### config.mk
export PLATFORM = sky130hd
export DESIGN_NAME = exec_controller
export DESIGN_NICKNAME = d
export VERILOG_FILES = /design/src/rtl/exec_controller.sv
export SDC_FILE = /design/constraint.sdc
export NUM_CORES = 1
export LEC_CHECK = 0
export CAP_MARGIN = 20
export CORE_ASPECT_RATIO = 1.75
export CORE_MARGIN = 2
export CORE_UTILIZATION = 50
export DETAILED_ROUTE_END_ITERATION = 10
export HOLD_SLACK_MARGIN = 0.02
export PLACE_DENSITY = 0.78
export SLEW_MARGIN = 20
export SYNTH_ARGS = -nofsm -noshare
export SYNTH_HDL_FRONTEND = slang
export SYNTH_SLANG_ARGS = --single-unit
### constraint.sdc
create_clock -name clock -period 1.91 [get_ports clock]
set_input_delay 0.382 -clock clock [delete_from_list [all_inputs] [get_ports clock]]
set_output_delay 0.382 -clock clock [all_outputs]
set_load 0.1 [all_outputs]
### src/rtl/exec_controller.sv
// Front-panel execute conditioner: synchronises and debounces the button, then
// runs the run/stop and single-step state machine that drives exec to control_unit.
module exec_controller #(
    parameter int unsigned DEBOUNCE_CYCLES = 50000
) (
    input  logic       clock,
    input  logic       reset,
    input  logic       button,
    input  logic       step_mode,
    input  logic [2:0] phase,
    input  logic       halt,
    output logic       exec,
    output logic       running,
    output logic [7:0] press_count
);

    typedef enum logic [1:0] {
        IDLE   = 2'd0,
        RUN    = 2'd1,
        STEP_A = 2'd2,
        STEP_B = 2'd3
    } state_t;

    localparam logic [15:0] DB_LAST = 16'(DEBOUNCE_CYCLES - 1);

    logic        sync1_q, sync1_d;
    logic        sync2_q, sync2_d;
    logic        btn_db_q, btn_db_d;
    logic [15:0] db_cnt_q, db_cnt_d;
    logic        btn_q, btn_d;
    logic [7:0]  press_count_q, press_count_d;
    state_t      state_q, state_d;
    logic        press;

    always_ff @(posedge clock or posedge reset) begin
        if (reset) begin
            sync1_q       <= 1'b0;
            sync2_q       <= 1'b0;
            btn_db_q      <= 1'b0;
            db_cnt_q      <= '0;
            btn_q         <= 1'b0;
            press_count_q <= '0;
            state_q       <= IDLE;
        end else begin
            sync1_q       <= sync1_d;
            sync2_q       <= sync2_d;
            btn_db_q      <= btn_db_d;
            db_cnt_q      <= db_cnt_d;
            btn_q         <= btn_d;
            press_count_q <= press_count_d;
            state_q       <= state_d;
        end
    end

    // Any disagreement shorter than the debounce window restarts the count.
    always_comb begin
        sync1_d  = button;
        sync2_d  = sync1_q;
        btn_db_d = btn_db_q;
        db_cnt_d = db_cnt_q;
        if (sync2_q == btn_db_q) begin
            db_cnt_d = '0;
        end else if (db_cnt_q == DB_LAST) begin
            btn_db_d = sync2_q;
            db_cnt_d = '0;
        end else begin
            db_cnt_d = db_cnt_q + 16'd1;
        end
        btn_d         = btn_db_q;
        press         = btn_db_q & ~btn_q;
        press_count_d = press ? press_count_q + 8'd1 : press_count_q;
    end

    always_comb begin
        state_d = state_q;
        unique case (state_q)
            IDLE: begin
                if (press && !halt) begin
                    state_d = step_mode ? STEP_A : RUN;
                end
            end
            RUN: begin
                if (halt || press) begin
                    state_d = IDLE;
                end
            end
            STEP_A: begin
                if (halt) begin
                    state_d = IDLE;
                end else if (phase == 3'd4) begin
                    state_d = STEP_B;
                end
            end
            STEP_B: begin
                if (halt || phase != 3'd4) begin
                    state_d = IDLE;
                end
            end
            default: state_d = IDLE;
        endcase
    end

    assign exec        = (state_q != IDLE);
    assign running     = (state_q == RUN);
    assign press_count = press_count_q;

endmodule

==> flow_metrics.env, run 1 <==
export IMPL_run_status="completed"
export IMPL_post_synth_main_area_contributors="dfrtp_1 55%, xnor2_1 11%, nor2_1 6.6%, xor2_1 3.2%, nand3_1 2.9%"
export IMPL_final_setup_tns_ns=0
export IMPL_vdd_drop_max_mv=0.851
export IMPL_count_of_inserted_antenna_diode_cells=0
export IMPL_cts_buffers=5
export IMPL_synth_adder_area_share_pct=1.83
export IMPL_clk_latency_ns=0.28
export IMPL_grt_antenna_before_repair=0
export IMPL_worstHoldStart="sync1_q$_DFF_PP0_"
export IMPL_synth_top_cell_area_share_pct=54.9
export IMPL_netlist_instances=128
export IMPL_io_pins=18
export IMPL_grt_util_all_layers_pct=20.6
export IMPL_rsz0062_at_grt="false"
export IMPL_drv_slew=0
export IMPL_gp_congestion=0.861
export IMPL_finalSetupViolations=0
export IMPL_multi_input_comb_area_um2=582
export IMPL_clock_skew_after_layout_ns=0.00483
export IMPL_final_cell_count_no_fill=183
export IMPL_cts_setup_buffers=0
export IMPL_slew_headroom_pct=72.0
export IMPL_critical_path_slowest_cell="dfrtp_1"
export IMPL_p_per_area_nw_per_um2=684
export IMPL_routedWlPerCell_um=14.5
export IMPL_timing_critical_path_slowest_cell_delay_ns=0.42
export IMPL_fmaxAchievable_mhz=589
export IMPL_worst_setup_path_end_kind="flop"
export IMPL_whs_endpoint="sync2_q$_DFF_PP0_"
export IMPL_synth_area_leader_cell="dfrtp_1"
export IMPL_core_area_um2=2660
export IMPL_main_combinational_cell_family_by_area_after_synthesis="simple AND/OR/NAND/NOR gates"
export IMPL_hold_path_depth=0
export IMPL_routed_via_density=5.69
export IMPL_critPathRequiredTime_ns=2.08
export IMPL_drt_total_wl_mm=2.66
export IMPL_core_rowCount=25
export IMPL_worstHoldPathType="reg -> reg"
export IMPL_first_global_vias=1092
export IMPL_compound_gate_fraction_of_synth_area_pct=3.75
export IMPL_drtPass1Iterations=4
export IMPL_finish_net_count=165
export IMPL_count_of_h_tree_levels_built_during_cts=2
export IMPL_seq_area_frac_synth_pct=54.9
export IMPL_yosysWarningCount=0
export IMPL_clkSlewWorstSetupHoldPaths_ns=0.06
export IMPL_gr_total_overflow=0
export IMPL_flow_area_growth_from_synthesis_pct=30.7
export IMPL_cts_root_buf="clkbuf_8"
export IMPL_setup_reg_to_reg_worst_slack_ns=0.21
export IMPL_cell_count_after_placement=175
export IMPL_syn_area_um2=1370
export IMPL_fp_dieW_um=43.5
export IMPL_grt_max_degree=12
export IMPL_grt_first_pass_wirelength_mm=4.73
export IMPL_cap_violations=0
export IMPL_clk_path_buf_depth=2
export IMPL_r2r_start="db_cnt_q[12]$_DFF_PP0_"
export IMPL_r2r_worst_path_cells=4
export IMPL_static_leakage_power_nw=0.781
export IMPL_synth_area_mux_share_pct=1.65
export IMPL_final_common_cell="dfrtp_1"
export IMPL_layout_worst_path_cycle_share_pct=88.9
export IMPL_final_seq_area_um2=751
export IMPL_buffer_ports_inserted=17
export IMPL_die_h_um=73.2
export IMPL_cpMostUsedCell="nor4_1"
export IMPL_cts_resized_gates=0
export IMPL_worst_r2r_endpoint="btn_d$_DFFE_PP0P_"
export IMPL_critical_path_arrival_ns=1.86
export IMPL_yosys_register_bits=30
export IMPL_initial_core_util_pct=51.4
export IMPL_cp_max_fo=4
export IMPL_cts_tree="done"
export IMPL_holdBufCountCts=0
export IMPL_mappedNetlistNets=138
export IMPL_die_area_um2=3190
export IMPL_cp_cell_sequence="nor4_1 -> nand3_1 -> nor4_1 -> mux2_2"
export IMPL_route_vias_total=1041
export IMPL_hold_violations=0
export IMPL_tightest_slew_ns=0.416
export IMPL_most_common_layout_cells="30 x dfrtp_1, 23 x nor2_1, 17 x xnor2_1, 10 x buf_12, 8 x nand3_1"
export IMPL_final_layout_size_suffix_gt1_share_pct=17.9
export IMPL_final_antenna_net_count=0
export IMPL_synth_xor_xnor_area_share_pct=14.1
export IMPL_tritoncts_num_sinks=30
export IMPL_dp_hpwl_mm=2.00
export IMPL_timing_final_crit_period_ns=1.70
export IMPL_critPathLaunchType="flop"
export IMPL_worstSetupPathType="reg -> reg"
export IMPL_drt_iter0_markers=20
export IMPL_synthSimpleGateAreaFrac_pct=21.0
export IMPL_drc_violations_left=0
export IMPL_number_of_unique_standard_cell_types_used_by_synthesis=22
export IMPL_synth_avg_cell_area_um2=10.7
export IMPL_fillers=191
==> registers in the layout (all words and copies together) (netlist names) <==
signal	cells
press_count	8
db_cnt_q	16
state_q	2
btn_q	1
btn_d	1
sync1_q	1
sync2_q	1
==> logic make-up (layout without fill, tap and decap cells) <==
logic type	after synthesis	in the layout
AOI/OAI and AO/OA	4	4
and+or+nand+nor	60	60
muxes	2	2
buffers and inverters	8	36
DFF	30	30
xor gates and xnor gates	22	22
adders and majority gates	2	2
==> final cells by class <==
| type | instances | area share [%] |
|---|---|---|
| clock buffers | 7 | 4.83 |
| clock inverters | 1 | 0.280 |
| inverters | 6 | 1.26 |
| multi-input cells | 90 | 32.5 |
| flip-flops and latches | 30 | 42.0 |
| well taps | 27 | 1.89 |
| repair buffers | 22 | 17.2 |
==> critical path: cells and delay by family (launching register included) <==
kind / cells / cell delay (ns)
and+or+nand+nor: 3 / 0.80
muxes: 1 / 0.37
DFF: 1 / 0.42
==> worst max path at each step <==
stage / start / end / depth (start not counted)
after global routing: db_cnt_q[12]$_DFF_PP0_ / btn_d$_DFFE_PP0P_ / 4
after global placement: db_cnt_q[12]$_DFF_PP0_ / btn_d$_DFFE_PP0P_ / 4
final: db_cnt_q[12]$_DFF_PP0_ / btn_d$_DFFE_PP0P_ / 4
after floorplan: press_count[2]$_DFFE_PP0P_ / press_count[5]$_DFFE_PP0P_ / 3
after detailed placement: db_cnt_q[12]$_DFF_PP0_ / btn_d$_DFFE_PP0P_ / 4
after CTS: db_cnt_q[12]$_DFF_PP0_ / btn_d$_DFFE_PP0P_ / 4
==> through the flow <==
stage                     hold slack (ns)  utilization [%]  total power [W]  cell area, um2  setup WS [ns]
final                               0.355             67.2          0.00122            1790          0.212
after global routing                0.373             67.2          0.00127            1790          0.125
after CTS                           0.359             67.2          0.00124            1790          0.227
after detailed placement            0.344             63.8         0.000714            1700          0.219
after global placement              0.335             63.8         0.000712            1700          0.266
after floorplan                     0.331                -         0.000687            1370          0.157
==> synth_stat cells <==
library cell / number
ha_1: 2
mux2_2: 2
nor3_1: 4
a211oi_1: 2
a32oi_1: 1
buf_6: 1
dfrtp_1: 30
xor2_1: 5
and4_1: 1
inv_1: 6
nand3_1: 8
nor4_1: 6
clkbuf_1: 1
nor2_1: 24
nand4_1: 6
and3_1: 1
xnor2_1: 17
o41ai_4: 1
or3b_2: 1
or2_2: 1
nor2b_1: 1
nand2_1: 7
==> per-layer routing <==
layer	vias to the layer above	GRT usage [%]	wire, um	part of all wire [%]
li1	490	-	-	-
met1	516	21.3	975	37
met2	28	36.0	1500	57
met3	7	6.44	106	4.0
met4	0	10.8	73	2.7
met5	-	0	0	0
==> power breakdown <==
part	total (W)	switching [W]	internal, W
registers	0.000649	0.00000582	0.000643
clock network	0.000522	0.000232	0.000290
logic	0.0000525	0.0000266	0.0000259
total	0.00122	0.000265	0.000959
Power figures use the tool's default switching activity.
==> inputs of run 2 (changes only) <==
- PLACE_DENSITY: 0.78 -> unset
- PLACE_DENSITY_LB_ADDON: unset -> 0.12
==> run 2 against run 1 <==
Net effect: routed wire length decreased by 2.0%; power increased by 1.0%; global-route usage increased by 0.44 points; sequential share of layout area increased by 0.18 points; highest routed layer unchanged.
==> flow_metrics.env, run 2 (synthesis results as in run 1) <==
export IMPL_worstSetupPathType="reg -> reg"
export IMPL_flow_area_growth_from_synthesis_pct=30.2
export IMPL_fillers=196
export IMPL_drtPass1Iterations=4
export IMPL_p_per_area_nw_per_um2=694
export IMPL_worst_hold_slack_ns=0.348
export IMPL_finalSetupViolations=0
export IMPL_clk_latency_ns=0.29
export IMPL_slew_headroom_pct=74.9
export IMPL_critical_path_arrival_ns=1.85
export IMPL_drc_violations_left=0
export IMPL_routedWlPerCell_um=14.3
export IMPL_count_of_h_tree_levels_built_during_cts=2
export IMPL_core_rowCount=25
export IMPL_setup_reg_to_reg_worst_slack_ns=0.24
export IMPL_worst_setup_path_end_kind="flop"
export IMPL_core_area_um2=2660
export IMPL_timing_critical_path_slowest_cell_delay_ns=0.41
export IMPL_worst_r2r_endpoint="btn_d$_DFFE_PP0P_"
export IMPL_most_common_layout_cells="30 x dfrtp_1, 23 x nor2_1, 17 x xnor2_1, 10 x buf_12, 8 x nand3_1"
export IMPL_tritoncts_num_sinks=30
export IMPL_final_antenna_net_count=0
export IMPL_die_h_um=73.2
export IMPL_first_global_vias=1065
export IMPL_fp_dieW_um=43.5
export IMPL_cp_max_fo=4
export IMPL_max_ffs_per_register=16
export IMPL_holdBufCountCts=0
export IMPL_route_vias_total=991
export IMPL_hold_violations=0
export IMPL_clkSlewWorstSetupHoldPaths_ns=0.06
export IMPL_drv_slew=0
export IMPL_dp_hpwl_mm=1.86
export IMPL_cpMostUsedCell="nor4_1"
export IMPL_timing_final_crit_period_ns=1.67
export IMPL_clock_skew_after_layout_ns=0.00452
export IMPL_gr_total_overflow=0
export IMPL_cts_tree="done"
export IMPL_fmaxAchievable_mhz=598
export IMPL_critPathLaunchType="flop"
export IMPL_routed_via_density=5.45
export IMPL_count_of_inserted_antenna_diode_cells=0
export IMPL_critPathRequiredTime_ns=2.09
export IMPL_cap_violations=0
export IMPL_cp_cell_sequence="nor4_1 -> nand3_1 -> nor4_1 -> mux2_2"
export IMPL_drt_iter0_markers=19
export IMPL_tightest_slew_ns=0.376
export IMPL_drt_total_wl_mm=2.61
export IMPL_grt_max_degree=31
export IMPL_initial_core_util_pct=51.4
export IMPL_static_leakage_power_nw=0.777
export IMPL_cts_resized_gates=0
export IMPL_whs_endpoint="sync2_q$_DFF_PP0_"
export IMPL_io_pins=18
export IMPL_vdd_drop_max_mv=0.614
export IMPL_grt_antenna_before_repair=0
export IMPL_hold_path_depth=0
export IMPL_worstHoldStart="sync1_q$_DFF_PP0_"
export IMPL_cts_root_buf="clkbuf_8"
export IMPL_final_setup_tns_ns=0
export IMPL_run_status="completed"
export IMPL_r2r_start="db_cnt_q[12]$_DFF_PP0_"
export IMPL_cts_buffers=5
export IMPL_die_area_um2=3190
export IMPL_r2r_worst_path_cells=4
export IMPL_buffer_ports_inserted=17
export IMPL_clk_path_buf_depth=2
export IMPL_grt_first_pass_wirelength_mm=4.72
export IMPL_worstHoldPathType="reg -> reg"
export IMPL_finish_net_count=164
export IMPL_critical_path_slowest_cell="dfrtp_1"
export IMPL_final_common_cell="dfrtp_1"
export IMPL_cts_setup_buffers=0
export IMPL_gp_congestion=0.844
export IMPL_final_layout_size_suffix_gt1_share_pct=17.4
export IMPL_layout_worst_path_cycle_share_pct=87.6
export IMPL_largest_register="db_cnt_q"
export IMPL_rsz0062_at_grt="false"
export IMPL_grt_util_all_layers_pct=21.0
-- run 2: cell types whose count changed in the layout (fill, tap and decap cells not counted) --
cell,before,now
buf_4,5,4
-- run 2: routing by layer --
layer / wire (um) / up-vias / GRT usage (%)
li1: - / 487 / -
met1: 1030 / 461 / 24.4
met2: 1330 / 28 / 31.3
met3: 108 / 15 / 6.93
met4: 146 / 0 / 16.2
met5: 0 / - / 0
-- run 2: stage by stage --
step	instance area [um2]	instances	util, %	worst slack, ns	total power [W]
floorplan	1370	128	-	0.157	0.000687
detailed placement	1690	174	63.5	0.217	0.000714
global route	1780	182	67.0	0.109	0.00128
CTS	1780	182	67.0	0.225	0.00125
global placement	1690	174	63.5	0.255	0.000710
finish	1780	182	67.0	0.237	0.00124
-- run 2: cell type report --
| cell class | count | area, um2 | share of cell area [%] |
|---|---|---|---|
| Sequential cell | 30 | 751 | 42.2 |
| Multi-Input combinational cell | 90 | 582 | 32.7 |
| Timing Repair Buffer | 21 | 300 | 16.9 |
| Clock buffer | 7 | 86.3 | 4.85 |
| Tap cell | 27 | 33.8 | 1.90 |
| Inverter | 6 | 22.5 | 1.26 |
| Clock inverter | 1 | 5.00 | 0.281 |
-- run 2: worst max-delay path by stage --
stage	start	slack, ns	end	depth (start not counted)
2_1_floorplan	press_count[2]$_DFFE_PP0P_	0.16	press_count[5]$_DFFE_PP0P_	3
3_3_place_gp	db_cnt_q[12]$_DFF_PP0_	0.25	btn_d$_DFFE_PP0P_	4
3_5_place_dp	db_cnt_q[12]$_DFF_PP0_	0.22	btn_d$_DFFE_PP0P_	4
4_1_cts	db_cnt_q[12]$_DFF_PP0_	0.22	btn_d$_DFFE_PP0P_	4
5_1_grt	db_cnt_q[12]$_DFF_PP0_	0.11	btn_d$_DFFE_PP0P_	4
6_report	db_cnt_q[12]$_DFF_PP0_	0.24	btn_d$_DFFE_PP0P_	4
-- run 2: critical path, delay by kind of cell, from the launching register on --
kind | cells | cell delay, ns
DFF | 1 | 0.41
muxes | 1 | 0.36
and+or+nand+nor | 3 | 0.78
-- run 2: power breakdown --
part           leakage, nW  switching (W)  internal (W)
combinational        0.316      0.0000266     0.0000249
sequential           0.412     0.00000666      0.000643
clock               0.0482       0.000245      0.000290
total                0.777       0.000278      0.000958
==> inputs of run 3 (changes only) <==
- CTS_BUF_LIST: unset -> sky130_fd_sc_hd__clkbuf_16
- GPL_ROUTABILITY_DRIVEN: unset -> 0
==> run 3 against run 2 <==
Net effect: sequential power barely moved; cell count did not move; fmax rose by 0.18%; critical path depth stayed put.
==> flow_metrics.env, run 3 (synthesis results as in run 1) <==
export IMPL_cts_tree="done"
export IMPL_critical_path_arrival_ns=1.83
export IMPL_critPathLaunchType="flop"
export IMPL_final_layout_size_suffix_gt1_share_pct=16.8
export IMPL_holdBufCountCts=0
export IMPL_met1_usage_grt_pct=25.0
export IMPL_power_net_switching_w=0.000301
export IMPL_clock_skew_after_layout_ns=0.00485
export IMPL_clkSlewWorstSetupHoldPaths_ns=0.05
export IMPL_final_setup_tns_ns=0
export IMPL_flow_area_growth_from_synthesis_pct=33.6
export IMPL_groute_layer_met2_usage_pct=32.7
export IMPL_timing_critical_path_slowest_cell_delay_ns=0.41
export IMPL_worstHoldPathType="reg -> reg"
export IMPL_worstHoldStart="sync1_q$_DFF_PP0_"
export IMPL_worst_setup_path_end_kind="flop"
export IMPL_setup_reg_to_reg_worst_slack_ns=0.24
export IMPL_io_pins=18
export IMPL_most_common_layout_cells="30 x dfrtp_1, 23 x nor2_1, 17 x xnor2_1, 10 x buf_12, 8 x nand3_1"
export IMPL_p_per_area_nw_per_um2=788
export IMPL_fmaxAchievable_mhz=599
export IMPL_r2r_start="db_cnt_q[12]$_DFF_PP0_"
export IMPL_initial_core_util_pct=51.4
export IMPL_drt_iter0_markers=23
export IMPL_power_switching_fraction_pct=20.9
export IMPL_seq_power_share_pct=45.2
export IMPL_die_h_um=73.2
export IMPL_rsz0062_at_grt="false"
export IMPL_drt_total_wl_mm=2.69
export IMPL_drv_slew=0
export IMPL_finalSetupViolations=0
export IMPL_drtPass1Iterations=4
export IMPL_clk_latency_ns=0.28
export IMPL_die_area_um2=3190
export IMPL_global_route_peak_usage_layer="met2"
export IMPL_hold_path_depth=0
export IMPL_power_share_clock_pct=51.2
export IMPL_slew_headroom_pct=75.2
export IMPL_finish_net_count=164
export IMPL_grt_antenna_before_repair=0
export IMPL_grt_max_degree=31
export IMPL_cts_root_buf="clkbuf_16"
export IMPL_routedWlPerCell_um=14.8
export IMPL_grt_util_all_layers_pct=21.7
export IMPL_cap_violations=0
export IMPL_timing_final_crit_period_ns=1.67
export IMPL_hold_violations=0
export IMPL_final_cell_count_no_fill=182
export IMPL_cp_max_fo=4
export IMPL_route_vias_total=993
export IMPL_pre_cts_slack_ns=0.217
export IMPL_layout_setup_ws_ns=0.240
export IMPL_cp_cell_sequence="nor4_1 -> nand3_1 -> nor4_1 -> mux2_2"
export IMPL_cell_count_after_placement=174
export IMPL_count_of_h_tree_levels_built_during_cts=2
export IMPL_worstSetupPathType="reg -> reg"
export IMPL_dp_hpwl_mm=1.86
export IMPL_layout_worst_path_cycle_share_pct=87.4
export IMPL_final_common_cell="dfrtp_1"
export IMPL_worst_r2r_endpoint="btn_d$_DFFE_PP0P_"
export IMPL_final_antenna_net_count=0
export IMPL_cts_buffers=5
export IMPL_max_ffs_per_register=16
export IMPL_run_status="completed"
export IMPL_cts_resized_gates=0
export IMPL_use_met3_pct=6.44
export IMPL_pwr_share_comb_pct=3.6
export IMPL_core_area_um2=2660
export IMPL_fillers=188
export IMPL_tritoncts_num_sinks=30
export IMPL_tightest_slew_ns=0.372
export IMPL_r2r_worst_path_cells=4
export IMPL_routed_via_density=5.46
export IMPL_core_rowCount=25
export IMPL_cpMostUsedCell="nor4_1"
export IMPL_grt_first_pass_wirelength_mm=4.91
export IMPL_whs_endpoint="sync2_q$_DFF_PP0_"
export IMPL_vdd_drop_max_mv=0.674
export IMPL_largest_register="db_cnt_q"
export IMPL_static_leakage_power_nw=0.801
export IMPL_gr_total_overflow=0
export IMPL_buffer_ports_inserted=17
export IMPL_critical_path_slowest_cell="dfrtp_1"
export IMPL_final_power_w=0.00144
export IMPL_fp_dieW_um=43.5
export IMPL_first_global_vias=1090
export IMPL_clk_path_buf_depth=2
export IMPL_cts_setup_buffers=0
export IMPL_drc_violations_left=0
export IMPL_critPathRequiredTime_ns=2.07
export IMPL_count_of_inserted_antenna_diode_cells=0
export IMPL_internal_power_w=0.00114
[run 3: cell count changes in the layout (fill, tap and decap cells not counted)]
cell       change
clkbuf_1       -1
clkinv_1       +1
inv_1          +1
clkbuf_8       -6
clkbuf_16      +5
[run 3: routing by layer]
metal | wire (um) | vias to the layer above
met5 | 0 | -
met4 | 127 | 0
met3 | 107 | 14
met2 | 1440 | 29
met1 | 1020 | 463
li1 | - | 487
[run 3: critical path, delay by kind of cell, from the launching register on]
| kind | cells | cell delay [ns] |
|---|---|---|
| flops | 1 | 0.41 |
| mux | 1 | 0.37 |
| simple gates | 3 | 0.78 |
[run 3: power by group through the flow]
stage	Combinational, W	Clock (W)	Sequential, W
6_report	0.0000515	0.000737	0.000650
3_3_place_gp	0.0000501	0	0.000660
3_5_place_dp	0.0000529	0	0.000661
5_1_grt	0.0000588	0.000779	0.000651
4_1_cts	0.0000533	0.000754	0.000650
2_1_floorplan	0.0000280	0	0.000659
[run 3: worst max-delay path by stage]
stage,from,end,slack [ns],depth (start not counted)
floorplan,press_count[2]$_DFFE_PP0P_,press_count[5]$_DFFE_PP0P_,0.16,3
global placement,db_cnt_q[12]$_DFF_PP0_,btn_d$_DFFE_PP0P_,0.25,4
detailed placement,db_cnt_q[12]$_DFF_PP0_,btn_d$_DFFE_PP0P_,0.22,4
CTS,db_cnt_q[12]$_DFF_PP0_,btn_d$_DFFE_PP0P_,0.23,4
global route,db_cnt_q[12]$_DFF_PP0_,btn_d$_DFFE_PP0P_,0.11,4
finish,db_cnt_q[12]$_DFF_PP0_,btn_d$_DFFE_PP0P_,0.24,4
[run 3: area by class of cell]
type / instances / area [um2] / area share (%)
Inverter: 6 / 22.5 / 1.23
Clock buffer: 5 / 125 / 6.85
Tap cell: 27 / 33.8 / 1.85
Sequential cell: 30 / 751 / 41.1
Clock inverter: 3 / 12.5 / 0.685
Timing Repair Buffer: 21 / 300 / 16.4
Multi-Input combinational cell: 90 / 582 / 31.8
[run 3: per-stage QoR]
| stage | hold slack (ns) | area [um2] | utilization, % |
|---|---|---|---|
| detailed placement | 0.335 | 1690 | 63.5 |
| finish | 0.345 | 1830 | 68.7 |
| global route | 0.357 | 1830 | 68.7 |
| global placement | 0.332 | 1690 | 63.5 |
| floorplan | 0.331 | 1370 | - |
| CTS | 0.346 | 1830 | 68.7 |
